$ cat config.mk
export PLATFORM = sky130hd
export DESIGN_NAME = rv32i_mem_port_arbiter
export DESIGN_NICKNAME = d
export VERILOG_FILES = /design/src/rtl/rv32i_control_pkg.sv /design/src/rtl/rv32i_mem_arb_select.sv /design/src/rtl/rv32i_mem_port_arbiter.sv
export SDC_FILE = /design/constraint.sdc
export NUM_CORES = 1
export LEC_CHECK = 0
export CAP_MARGIN = 20
export CORE_MARGIN = 1.5
export CORE_UTILIZATION = 29
export CTS_CLUSTER_SIZE = 24
export DETAILED_ROUTE_END_ITERATION = 16
export GPL_ROUTABILITY_DRIVEN = 0
export HOLD_SLACK_MARGIN = 0.05
export PLACE_DENSITY = 0.64
export SKIP_LAST_GASP = 1
export SYNTH_ARGS = -nofsm -noshare
export SYNTH_HDL_FRONTEND = slang
export SYNTH_HIERARCHICAL = 1
export SYNTH_SLANG_ARGS = --single-unit
$ cat constraint.sdc
create_clock -name clk_i -period 4.56 [get_ports clk_i]
set_input_delay 1.368 -clock clk_i [delete_from_list [all_inputs] [get_ports clk_i]]
set_output_delay 1.368 -clock clk_i [all_outputs]
set_load 0.02 [all_outputs]
$ cat src/rtl/rv32i_control_pkg.sv
// Shared control-path types for the rv32i core: memory-port ownership,
// arbiter FSM states and the memory request record.
package rv32i_control_pkg;

    localparam int unsigned XLEN         = 32;
    localparam int unsigned STARVE_CNT_W = 4;

    typedef enum logic [1:0] {
        OWNER_NONE,
        OWNER_IF,
        OWNER_DATA
    } mem_owner_e;

    typedef enum logic [1:0] {
        ARB_IDLE,
        ARB_REQ,
        ARB_RESP
    } arb_state_e;

    typedef struct packed {
        logic              we;
        logic [XLEN-1:0]   addr;
        logic [XLEN-1:0]   wdata;
        logic [XLEN/8-1:0] be;
    } mem_req_t;

endpackage

$ cat src/rtl/rv32i_mem_arb_select.sv
// Winner selection for the unified memory port: data first, unless fetch
// has been passed over STARVE_LIMIT times in a row.
module rv32i_mem_arb_select
    import rv32i_control_pkg::*;
#(
    parameter int unsigned STARVE_LIMIT = 4
) (
    input  logic                    if_req_i,
    input  logic                    d_req_i,
    input  logic [STARVE_CNT_W-1:0] starve_cnt_i,
    output mem_owner_e              winner_o
);

    logic fetch_starved;

    assign fetch_starved = (starve_cnt_i == STARVE_CNT_W'(STARVE_LIMIT));

    always_comb begin
        winner_o = OWNER_NONE;
        if (if_req_i && (!d_req_i || fetch_starved)) begin
            winner_o = OWNER_IF;
        end else if (d_req_i) begin
            winner_o = OWNER_DATA;
        end
    end

endmodule

$ cat src/rtl/rv32i_mem_port_arbiter.sv
// Single-ported memory arbiter between instruction fetch and load/store,
// one outstanding req/gnt/rvalid transaction, with structural-hazard output.
module rv32i_mem_port_arbiter
    import rv32i_control_pkg::*;
#(
    parameter int unsigned ADDR_WIDTH   = 32,
    parameter int unsigned DATA_WIDTH   = 32,
    parameter int unsigned STARVE_LIMIT = 4
) (
    input  logic                    clk_i,
    input  logic                    rst_ni,
    input  logic                    if_req_i,
    input  logic [ADDR_WIDTH-1:0]   if_addr_i,
    output logic                    if_accept_o,
    output logic                    if_rvalid_o,
    output logic [DATA_WIDTH-1:0]   if_rdata_o,
    input  logic                    d_req_i,
    input  logic                    d_we_i,
    input  logic [ADDR_WIDTH-1:0]   d_addr_i,
    input  logic [DATA_WIDTH-1:0]   d_wdata_i,
    input  logic [DATA_WIDTH/8-1:0] d_be_i,
    output logic                    d_accept_o,
    output logic                    d_rvalid_o,
    output logic [DATA_WIDTH-1:0]   d_rdata_o,
    input  logic                    flush_i,
    output logic                    mem_req_o,
    output logic                    mem_we_o,
    output logic [ADDR_WIDTH-1:0]   mem_addr_o,
    output logic [DATA_WIDTH-1:0]   mem_wdata_o,
    output logic [DATA_WIDTH/8-1:0] mem_be_o,
    input  logic                    mem_gnt_i,
    input  logic                    mem_rvalid_i,
    input  logic [DATA_WIDTH-1:0]   mem_rdata_i,
    output logic                    structural_hazard_o
);

    localparam int unsigned BE_WIDTH = DATA_WIDTH / 8;
    localparam logic [STARVE_CNT_W-1:0] STARVE_MAX = STARVE_CNT_W'(STARVE_LIMIT);

    typedef struct packed {
        logic                  we;
        logic [ADDR_WIDTH-1:0] addr;
        logic [DATA_WIDTH-1:0] wdata;
        logic [BE_WIDTH-1:0]   be;
    } port_req_t;

    arb_state_e              state_q, state_d;
    mem_owner_e              owner_q, owner_d, winner, cur_owner;
    port_req_t               req_q, req_d, win_req, cur_req;
    logic [STARVE_CNT_W-1:0] starve_q, starve_d;
    logic                    discard_q, discard_d;
    logic                    active, granted, resp_fire;

    rv32i_mem_arb_select #(
        .STARVE_LIMIT(STARVE_LIMIT)
    ) u_select (
        .if_req_i    (if_req_i),
        .d_req_i     (d_req_i),
        .starve_cnt_i(starve_q),
        .winner_o    (winner)
    );

    always_comb begin
        win_req = '0;
        case (winner)
            OWNER_IF: begin
                win_req.addr = if_addr_i;
                win_req.be   = '1;
            end
            OWNER_DATA: begin
                win_req.we    = d_we_i;
                win_req.addr  = d_addr_i;
                win_req.wdata = d_wdata_i;
                win_req.be    = d_be_i;
            end
            default: ;
        endcase
    end

    // IDLE presents the fresh winner straight from its inputs so a grant can
    // land in the arbitration cycle itself; REQ/RESP use the latched copy.
    always_comb begin
        cur_owner = (state_q == ARB_IDLE) ? winner  : owner_q;
        cur_req   = (state_q == ARB_IDLE) ? win_req : req_q;
        active    = rst_ni && (cur_owner != OWNER_NONE) && (state_q != ARB_RESP);
        granted   = active && mem_gnt_i;
        resp_fire = rst_ni && mem_rvalid_i && ((state_q == ARB_RESP) || granted);

        mem_req_o   = active;
        mem_we_o    = active ? cur_req.we    : 1'b0;
        mem_addr_o  = active ? cur_req.addr  : '0;
        mem_wdata_o = active ? cur_req.wdata : '0;
        mem_be_o    = active ? cur_req.be    : '0;

        if_accept_o = granted && (cur_owner == OWNER_IF);
        d_accept_o  = granted && (cur_owner == OWNER_DATA);
        if_rvalid_o = resp_fire && (cur_owner == OWNER_IF) && !discard_q && !flush_i;
        d_rvalid_o  = resp_fire && (cur_owner == OWNER_DATA);
        if_rdata_o  = if_rvalid_o ? mem_rdata_i : '0;
        d_rdata_o   = d_rvalid_o  ? mem_rdata_i : '0;

        structural_hazard_o = rst_ni && if_req_i && !if_accept_o;
    end

    always_comb begin
        state_d   = state_q;
        owner_d   = owner_q;
        req_d     = req_q;
        starve_d  = starve_q;
        discard_d = discard_q;

        case (state_q)
            ARB_IDLE: begin
                if (winner != OWNER_NONE) begin
                    owner_d = winner;
                    req_d   = win_req;
                    state_d = ARB_REQ;
                    if (granted) state_d = resp_fire ? ARB_IDLE : ARB_RESP;
                end
            end
            ARB_REQ: begin
                if (granted) state_d = resp_fire ? ARB_IDLE : ARB_RESP;
            end
            ARB_RESP: begin
                if (resp_fire) state_d = ARB_IDLE;
            end
            default: state_d = ARB_IDLE;
        endcase

        if (state_d == ARB_IDLE) owner_d = OWNER_NONE;

        if ((state_q != ARB_IDLE) && (owner_q == OWNER_IF) && flush_i) discard_d = 1'b1;
        if (resp_fire) discard_d = 1'b0;

        if (if_accept_o) begin
            starve_d = '0;
        end else if (d_accept_o && if_req_i) begin
            starve_d = (starve_q == STARVE_MAX) ? starve_q : starve_q + STARVE_CNT_W'(1);
        end else if ((state_q == ARB_IDLE) && !if_req_i) begin
            starve_d = '0;
        end
    end

    always_ff @(posedge clk_i) begin
        if (!rst_ni) begin
            state_q   <= ARB_IDLE;
            owner_q   <= OWNER_NONE;
            req_q     <= '0;
            starve_q  <= '0;
            discard_q <= 1'b0;
        end else begin
            state_q   <= state_d;
            owner_q   <= owner_d;
            req_q     <= req_d;
            starve_q  <= starve_d;
            discard_q <= discard_d;
        end
    end

`ifndef SYNTHESIS
    ap_no_rvalid_before_gnt: assert property (@(posedge clk_i) disable iff (!rst_ni)
        (state_q == ARB_REQ && mem_rvalid_i) |-> mem_gnt_i);

    ap_req_stable: assert property (@(posedge clk_i) disable iff (!rst_ni)
        (mem_req_o && !mem_gnt_i) |=> (mem_req_o && $stable(mem_we_o) && $stable(mem_addr_o)
                                       && $stable(mem_wdata_o) && $stable(mem_be_o)));

    ap_rvalid_onehot: assert property (@(posedge clk_i) !(if_rvalid_o && d_rvalid_o));
`endif

endmodule

==> results of run 1 <==
[registers in the layout (all words and copies together), names as in the netlist]
name,count
discard_q,1
starve_q,4
state_q,2
req_q,69
owner_q,2
[synth_stat cells (2+ instances only)]
master	n
buf_1	2
a21boi_0	61
nand4_1	3
ha_1	5
nor2_1	6
a21boi_1	8
nand2_1	216
o21a_1	2
dfxtp_1	78
a21oi_1	79
a22oi_1	32
buf_2	20
nor3_1	2
o311ai_0	3
nor2b_1	37
buf_6	4
inv_1	14
a221oi_1	2
and2_1	65
nor4b_2	2
clkbuf_1	44
nand3_1	67
a31oi_2	2
[critical path: stages]
cell	delay [ns]
buf_8	0.09
inv_6	0.03
o21a_4	0.22
or4_4	0.54
o311ai_4	0.12
buf_6	0.16
a211oi_4	0.08
buf_6	0.15
buf_16	0.13
and2_4	0.15
buf_6	0.12
[stage by stage]
step / cells / total power, mW / area (um2) / utilization
CTS: 1304 / 2.13 / 8960 / 0.497
detailed placement: 1274 / 1.38 / 8630 / 0.479
floorplan: 779 / 1.06 / 5340 / -
global route: 1308 / 2.23 / 9040 / 0.502
global placement: 1274 / 1.38 / 8630 / 0.479
finish: 1308 / 2.12 / 9040 / 0.502
[logic make-up after synthesis]
logic type	Yosys count	synth area share
DFF	78	0.292
and+or+nand+nor	408	0.365
buffers and inverters	85	0.0707
adders and majority gates	5	0.0117
AOI/OAI and AO/OA	203	0.261
[metal layers]
metal  vias up  track usage
met5         -            0
met4         2       0.0625
met3        24       0.0456
met2       212        0.366
met1      2989        0.251
li1       3220            -
[repair_timing]
action / 4_1_cts / 5_1_grt
pin swaps: 4 / 13
setup buffers: 10 / 6
gates cloned: 5 / 0
setup endpoints to repair: 139 / 132
resized for setup: 406 / 120
[where the power goes]
part           leakage, nW  switching (mW)  internal (mW)  total (mW)
Sequential           0.633          0.0216          0.710       0.732
Combinational         2.77           0.353          0.301       0.654
Clock                0.141           0.298          0.437       0.735
Total                 3.55           0.672           1.45        2.12
[final cells by class]
class	count	area [um2]
clock buffers	10	239
fillers	1865	8980
clock inverters	5	58.8
repair buffers	356	3260
inverters	14	61.3
multi-input cells	616	3580
well taps	229	287
flip-flops and latches	78	1560
[worst paths after layout]
| kind | start | end | slack, ns | cells after the start |
|---|---|---|---|---|
| hold / removal | req_q[20] | req_q[20] | 0.46 | 2 |
| hold reg to reg | req_q[20] | req_q[20] | 0.46 | 2 |
| setup / recovery | if_req_i | d_rdata_o[12] | 0.02 | 11 |
| setup reg to reg | starve_q[0] | owner_q[1] | 1.85 | 8 |
==> reports/summary.log, run 1 <==
[run_status] outcome finished, final reports clean
[floorplan] Die Width 139 um
[worst_setup_path] Worst Setup End Kind output pin
[floorplan] total number of placement rows 49
[detailed_routing] wire length on met3 1220 um
[flow_run] number of max-capacitance violations reported 0
[worst_setup_path] Worst Path Max Fanout 8
[sta] worst setup margin 0.0200 ns
[synthesis] instance count of the mapped netlist 779
[place] number of buffers added on ports 278
[sta] final critical-path share of the clock period 0.996
[synthesis] number of synthesis warnings 6
[final_layout] most common cell after layout, fill and taps aside nand2_1
[clocking] clk_lat worst skew 0.34 ns
[synthesis] Synth async-reset ratio 0
[clocking] H-Tree Level Count 3
[detailed_routing] vias 6,447
[detailed_routing] met1 WL 8700 um
[power_and_ir_drop] total power divided by cell area 234 mW/mm2
[sta] Worst-Margin Slew 0.832 ns
[floorplan] Die Span Y 139 um
[sta] total count of hold-check failures in the final report 0
[final_layout] most frequent cells in the layout nand2_1, clkdlybuf4s50_1, buf_4
[worst_setup_path] Setup crit start kind primary input
[sta] worst max-slew margin expressed relative to the limit 0.445
[global_routing] wire length of the first global-routing pass 32,500 um
[floorplan] die outline area 0.0193 mm2
[global_routing] initial antenna violation count 1
[power_and_ir_drop] leakage power figure 3.55 nW
[synthesis] proportion of synthesized chip area in sequential cells 0.292
[detailed_routing] Iteration-0 DRC Markers 351
[detailed_routing] Met2 Routed Length 10,200 um
[sta] peak clock frequency supported by timing 220 MHz
[power_and_ir_drop] Max VDD drop 169 uV
[detailed_routing] Pre-antenna DRT Iters 4
[clocking] maximum buffer depth of the clock tree 2
[place] worst setup slack after placement -1.03 ns
[synthesis] synthesized cell area 0.00534 mm2
[detailed_routing] antenna viol nets, final 0
[worst_setup_path] Worst Path Required 3.19 ns
[global_routing] vias in the first global route 6,090
[clocking] clock tree from TritonCTS built
[synthesis] top-area cell type share of the netlist area 0.292
[sta] final critical path time including I/O delays and setup 4.54 ns
[synthesis] mean post-synth cell area 6.86 um2
[floorplan] Core Footprint 0.0180 mm2
[clocking] TritonCTS buffer count 9
[place] Post-DP HPWL 13,700 um
[synthesis] biggest area consumer among synthesized cells dfxtp_1
[synthesis] number of enable flip-flop cells after synthesis 0
[detailed_routing] total wirelength of the detailed-routed design 20,500 um
[clocking] master cell of the clock root buffer clkbuf_16
[sta] worst hold slack across all endpoints 0.456 ns
[clocking] hold buffer count at cts 0
[worst_setup_path] critical path type primary input to output pin
[detailed_routing] highest signal layer in the routed design met5
[synthesis] Unique masters post-synth 48
[global_routing] total congestion overflow 0
[worst_setup_path] Crit path arrival time 3.17 ns
[final_layout] area growth from synthesis to final layout 69.3%
[final_layout] Post-layout nets 1,220
[hold_path] worst hold-check path type flop to flop
[final_layout] share of cells above drive strength 1 0.233
[sta] Final Skew 0.00778 ns
[sta] Setup-failing EPs final 0
[floorplan] Top Ports 279
[global_routing] largest net degree at the start of global routing 72
[sta] sum of negative setup slack 0 ns
[sta] final slew viol count 0
[global_routing] GR Util All Layers 0.207
[detailed_routing] WL per Instance 15.7 um
[detailed_routing] DRC violations left 0
[clocking] Clk pin slew, worst setup/hold paths 0.06 ns
[synthesis] Main synth FF type dfxtp_1
[sta] RSZ-0062 raised after global routing true
[clocking] clock sink count 78
[detailed_routing] detail-routed via count per cell 4.93
[synthesis] cell types occupying the most area after synthesis dfxtp_1, nand2_1, a21boi_0
[synthesis] synthesis-stage register bit count 78
[final_layout] number of antenna diodes 0
[floorplan] starting density of the core 0.296
[synthesis] Post-Syn Nets 924
(Power assumes the default switching activity.)
==> run 2: changes to the inputs <==
--- a/config.mk
+++ b/config.mk
@@ -18,3 +18,4 @@
 export SYNTH_HDL_FRONTEND = slang
 export SYNTH_HIERARCHICAL = 1
 export SYNTH_SLANG_ARGS = --single-unit
+export TNS_END_PERCENT = 100
==> results of run 2 <==
No change in the layout: final DEF, timing and power equal those of run 1.
==> run 3: changes to the inputs <==
--- a/config.mk
+++ b/config.mk
@@ -13,6 +13,7 @@
 export GPL_ROUTABILITY_DRIVEN = 0
 export HOLD_SLACK_MARGIN = 0.05
 export PLACE_DENSITY = 0.64
+export SETUP_SLACK_MARGIN = 0.05
 export SKIP_LAST_GASP = 1
 export SYNTH_ARGS = -nofsm -noshare
 export SYNTH_HDL_FRONTEND = slang
==> run 3 against run 2 <==
Net effect: total power shrank 0.32%; sequential power is essentially flat; core utilization grew 1.0 points; worst setup slack lost 0.0065 ns; register-to-register slack lost 0.14 ns; routed wire length grew 5.9%; non-clock buffer count grew 1; final cell count grew 0.15%; critical endpoint is now if_rdata_o[24].
==> reports/summary.log, run 3 (same netlist as run 1, synthesis figures left out) <==
[global_routing] vias in the first global route 6,241 [+2.5%]
[detailed_routing] Iteration-0 DRC Markers 373 [+6.3%]
[floorplan] die outline area 0.0193 mm2 [unchanged]
[power_and_ir_drop] leakage power figure 3.65 nW [+3.0%]
[global_routing] largest net degree at the start of global routing 76 [+5.6%]
[global_routing] initial antenna violation count 1 [unchanged]
[detailed_routing] detail-routed via count per cell 4.91 [-0.46%]
[worst_setup_path] Worst Setup End Kind output pin
[final_layout] Post-layout nets 1,221 [+0.082%]
[sta] Final Skew 0.00683 ns [-0.000951 ns]
[final_layout] most common cell after layout, fill and taps aside nand2_1
[global_routing] wire length of the first global-routing pass 34,300 um [+5.8%]
[final_layout] flip-flop count of the largest register after layout 69 [unchanged]
[worst_setup_path] depth of the most critical reg-to-reg path 9 [+1]
[sta] final critical path time including I/O delays and setup 4.55 ns [+0.00652 ns]
[clocking] clk_lat worst skew 0.34 ns [about the same]
[worst_setup_path] critical path type primary input to output pin
[detailed_routing] WL per Instance 16.6 um [+5.7%]
[final_layout] area growth from synthesis to final layout 72.7%
[run_status] outcome finished, final reports clean
[sta] final critical-path share of the clock period 0.997 [+0.00143]
[final_layout] number of antenna diodes 0 [unchanged]
[final_layout] filler instances 1,783 [-4.4%]
[sta] Worst-Margin Slew 0.718 ns [-0.114 ns]
[power_and_ir_drop] Max VDD drop 183 uV [+8.7%]
[place] Post-DP HPWL 14,200 um [+3.9%]
[detailed_routing] DRC violations left 0 [unchanged]
[final_layout] number of cells in the finished layout apart from fillers 1,310 [+0.15%]
[worst_setup_path] Worst Path Max Fanout 9 [+1]
[final_layout] area used by multi-input combinational logic 0.00366 mm2 [+2.1%]
[power_and_ir_drop] total power divided by cell area 229 mW/mm2 [-2.3%]
[sta] worst max-slew margin expressed relative to the limit 0.521 [+0.0758]
[power_and_ir_drop] fraction of power spent switching nets 0.325 [+0.00761]
[floorplan] total number of placement rows 49 [unchanged]
[clocking] clock tree from TritonCTS built
[flow_run] number of max-capacitance violations reported 0 [unchanged]
[floorplan] Top Ports 279 [unchanged]
[worst_setup_path] Crit path arrival time 3.18 ns [about the same]
[final_layout] biggest regs req_q x69, starve_q x4
[sta] total count of hold-check failures in the final report 0 [unchanged]
[hold_path] number of cells on the worst hold path 2 [unchanged]
[power_and_ir_drop] cell-internal power 1.43 mW [-1.4%]
[clocking] maximum buffer depth of the clock tree 2 [unchanged]
[worst_setup_path] Worst Path Required 3.19 ns [about the same]
[detailed_routing] antenna viol nets, final 0 [unchanged]
[floorplan] Die Width 139 um [unchanged]
[sta] RSZ-0062 raised after global routing true
[hold_path] Worst Hold End req_q[7]
[place] number of buffers added on ports 278 [unchanged]
[sta] Setup-failing EPs final 0 [unchanged]
[worst_setup_path] capture instance of the worst register-to-register path owner_q[0]
[final_layout] register with the most flip-flops req_q
[power_and_ir_drop] clock share of power 0.330 [-0.017]
[hold_path] worst hold path startpoint req_q[7]
[floorplan] starting density of the core 0.296 [unchanged]
[detailed_routing] Pre-antenna DRT Iters 4 [unchanged]
[clocking] Clk pin slew, worst setup/hold paths 0.06 ns [about the same]
[worst_setup_path] register-to-register setup slack 1.71 ns [-0.14 ns]
[floorplan] Core Footprint 0.0180 mm2 [unchanged]
[clocking] H-Tree Level Count 3 [unchanged]
[place] placed cells 1,268 [-0.47%]
[sta] worst hold slack across all endpoints 0.456 ns [-0.000811 ns]
[sta] final slew viol count 0 [unchanged]
[power_and_ir_drop] switching power 686 uW [+2.1%]
[worst_setup_path] Setup crit start kind primary input
[global_routing] total congestion overflow 0 [unchanged]
[clocking] clock sink count 78 [unchanged]
[clocking] TritonCTS buffer count 9 [unchanged]
[final_layout] register area 0.00156 mm2 [unchanged]
[detailed_routing] total wirelength of the detailed-routed design 21,700 um [+5.9%]
[power_and_ir_drop] Logic pwr share 0.323 [+0.015]
[hold_path] worst hold-check path type flop to flop
[worst_setup_path] r2r startpoint starve_q[1]
[power_and_ir_drop] sequential group share of total power 0.347 [+0.002]
[detailed_routing] vias 6,427 [-0.31%]
[clocking] hold buffer count at cts 0 [unchanged]
[sta] peak clock frequency supported by timing 220 MHz [-0.14%]
[global_routing] GR Util All Layers 0.222 [+0.0147]
[final_layout] most frequent cells in the layout nand2_1, clkdlybuf4s50_1, dfxtp_1
[clocking] master cell of the clock root buffer clkbuf_16
[floorplan] Die Span Y 139 um [unchanged]
[final_layout] share of cells above drive strength 1 0.255 [+0.0227]
==> run 3: power groups by stage <==
| stage | sequential (mW) | combinational (mW) | clock [mW] |
|---|---|---|---|
| global route | 0.736 | 0.740 | 0.752 |
| finish | 0.732 | 0.684 | 0.698 |
| detailed placement | 0.746 | 0.656 | 0 |
| floorplan | 0.738 | 0.329 | 0 |
| CTS | 0.731 | 0.687 | 0.727 |
| global placement | 0.745 | 0.656 | 0 |
==> run 3: metrics by stage <==
| stage | power [mW] | utilization | TNS, ns | worst slack, ns | instance area (um2) |
|---|---|---|---|---|---|
| 2_1_floorplan | 1.07 | - | 0 | 0.0513 | 5420 |
| 3_3_place_gp | 1.40 | 0.484 | -101.06 | -0.819 | 8720 |
| 3_5_place_dp | 1.40 | 0.484 | -105.79 | -0.890 | 8720 |
| 4_1_cts | 2.15 | 0.518 | -0.000971 | -0.000971 | 9330 |
| 5_1_grt | 2.23 | 0.512 | -0.287 | -0.0336 | 9230 |
| 6_report | 2.11 | 0.512 | 0 | 0.0135 | 9230 |
==> run 3: critical path: stages <==
cell and delay, ns:
buf_8 0.08, inv_4 0.03, o21a_4 0.21, or4_4 0.53
o311ai_4 0.12, a2111oi_4 0.13, buf_4 0.18, buf_12 0.13
and2_1 0.15, clkdlybuf4s15_2 0.25
==> run 3: how the worst max path moves through the flow <==
stage,from,endpoint,slack (ns),cells after the start
floorplan,if_req_i,mem_wdata_o[0],0.05,8
global placement,if_req_i,mem_addr_o[30],-0.82,10
detailed placement,if_req_i,mem_addr_o[30],-0.89,10
CTS,mem_gnt_i,if_rdata_o[24],-0.001,7
global route,if_req_i,if_rdata_o[24],-0.03,10
finish,if_req_i,if_rdata_o[24],0.01,10
==> run 3: per-layer routing <==
metal	track usage	share of wire
met3	0.0556	0.066
met1	0.258	0.41
met4	0.0795	0.023
met5	0	0.00060
met2	0.395	0.50
==> run 3: cell type report <==
| class | instances | share of cell area |
|---|---|---|
| clock inverters | 4 | 0.00325 |
| multi-input cells | 616 | 0.396 |
| inverters | 14 | 0.00597 |
| clock buffers | 12 | 0.0278 |
| repair buffers | 357 | 0.366 |
| well taps | 229 | 0.0310 |
| flip-flops and latches | 78 | 0.169 |
==> run 3: timing repair <==
action	4_1_cts	5_1_grt
gates cloned	6	1
setup buffers	14	6
setup endpoints to repair	139	95
hold endpoints to repair	0	0
resized for setup	512	46
pin swaps	9	2
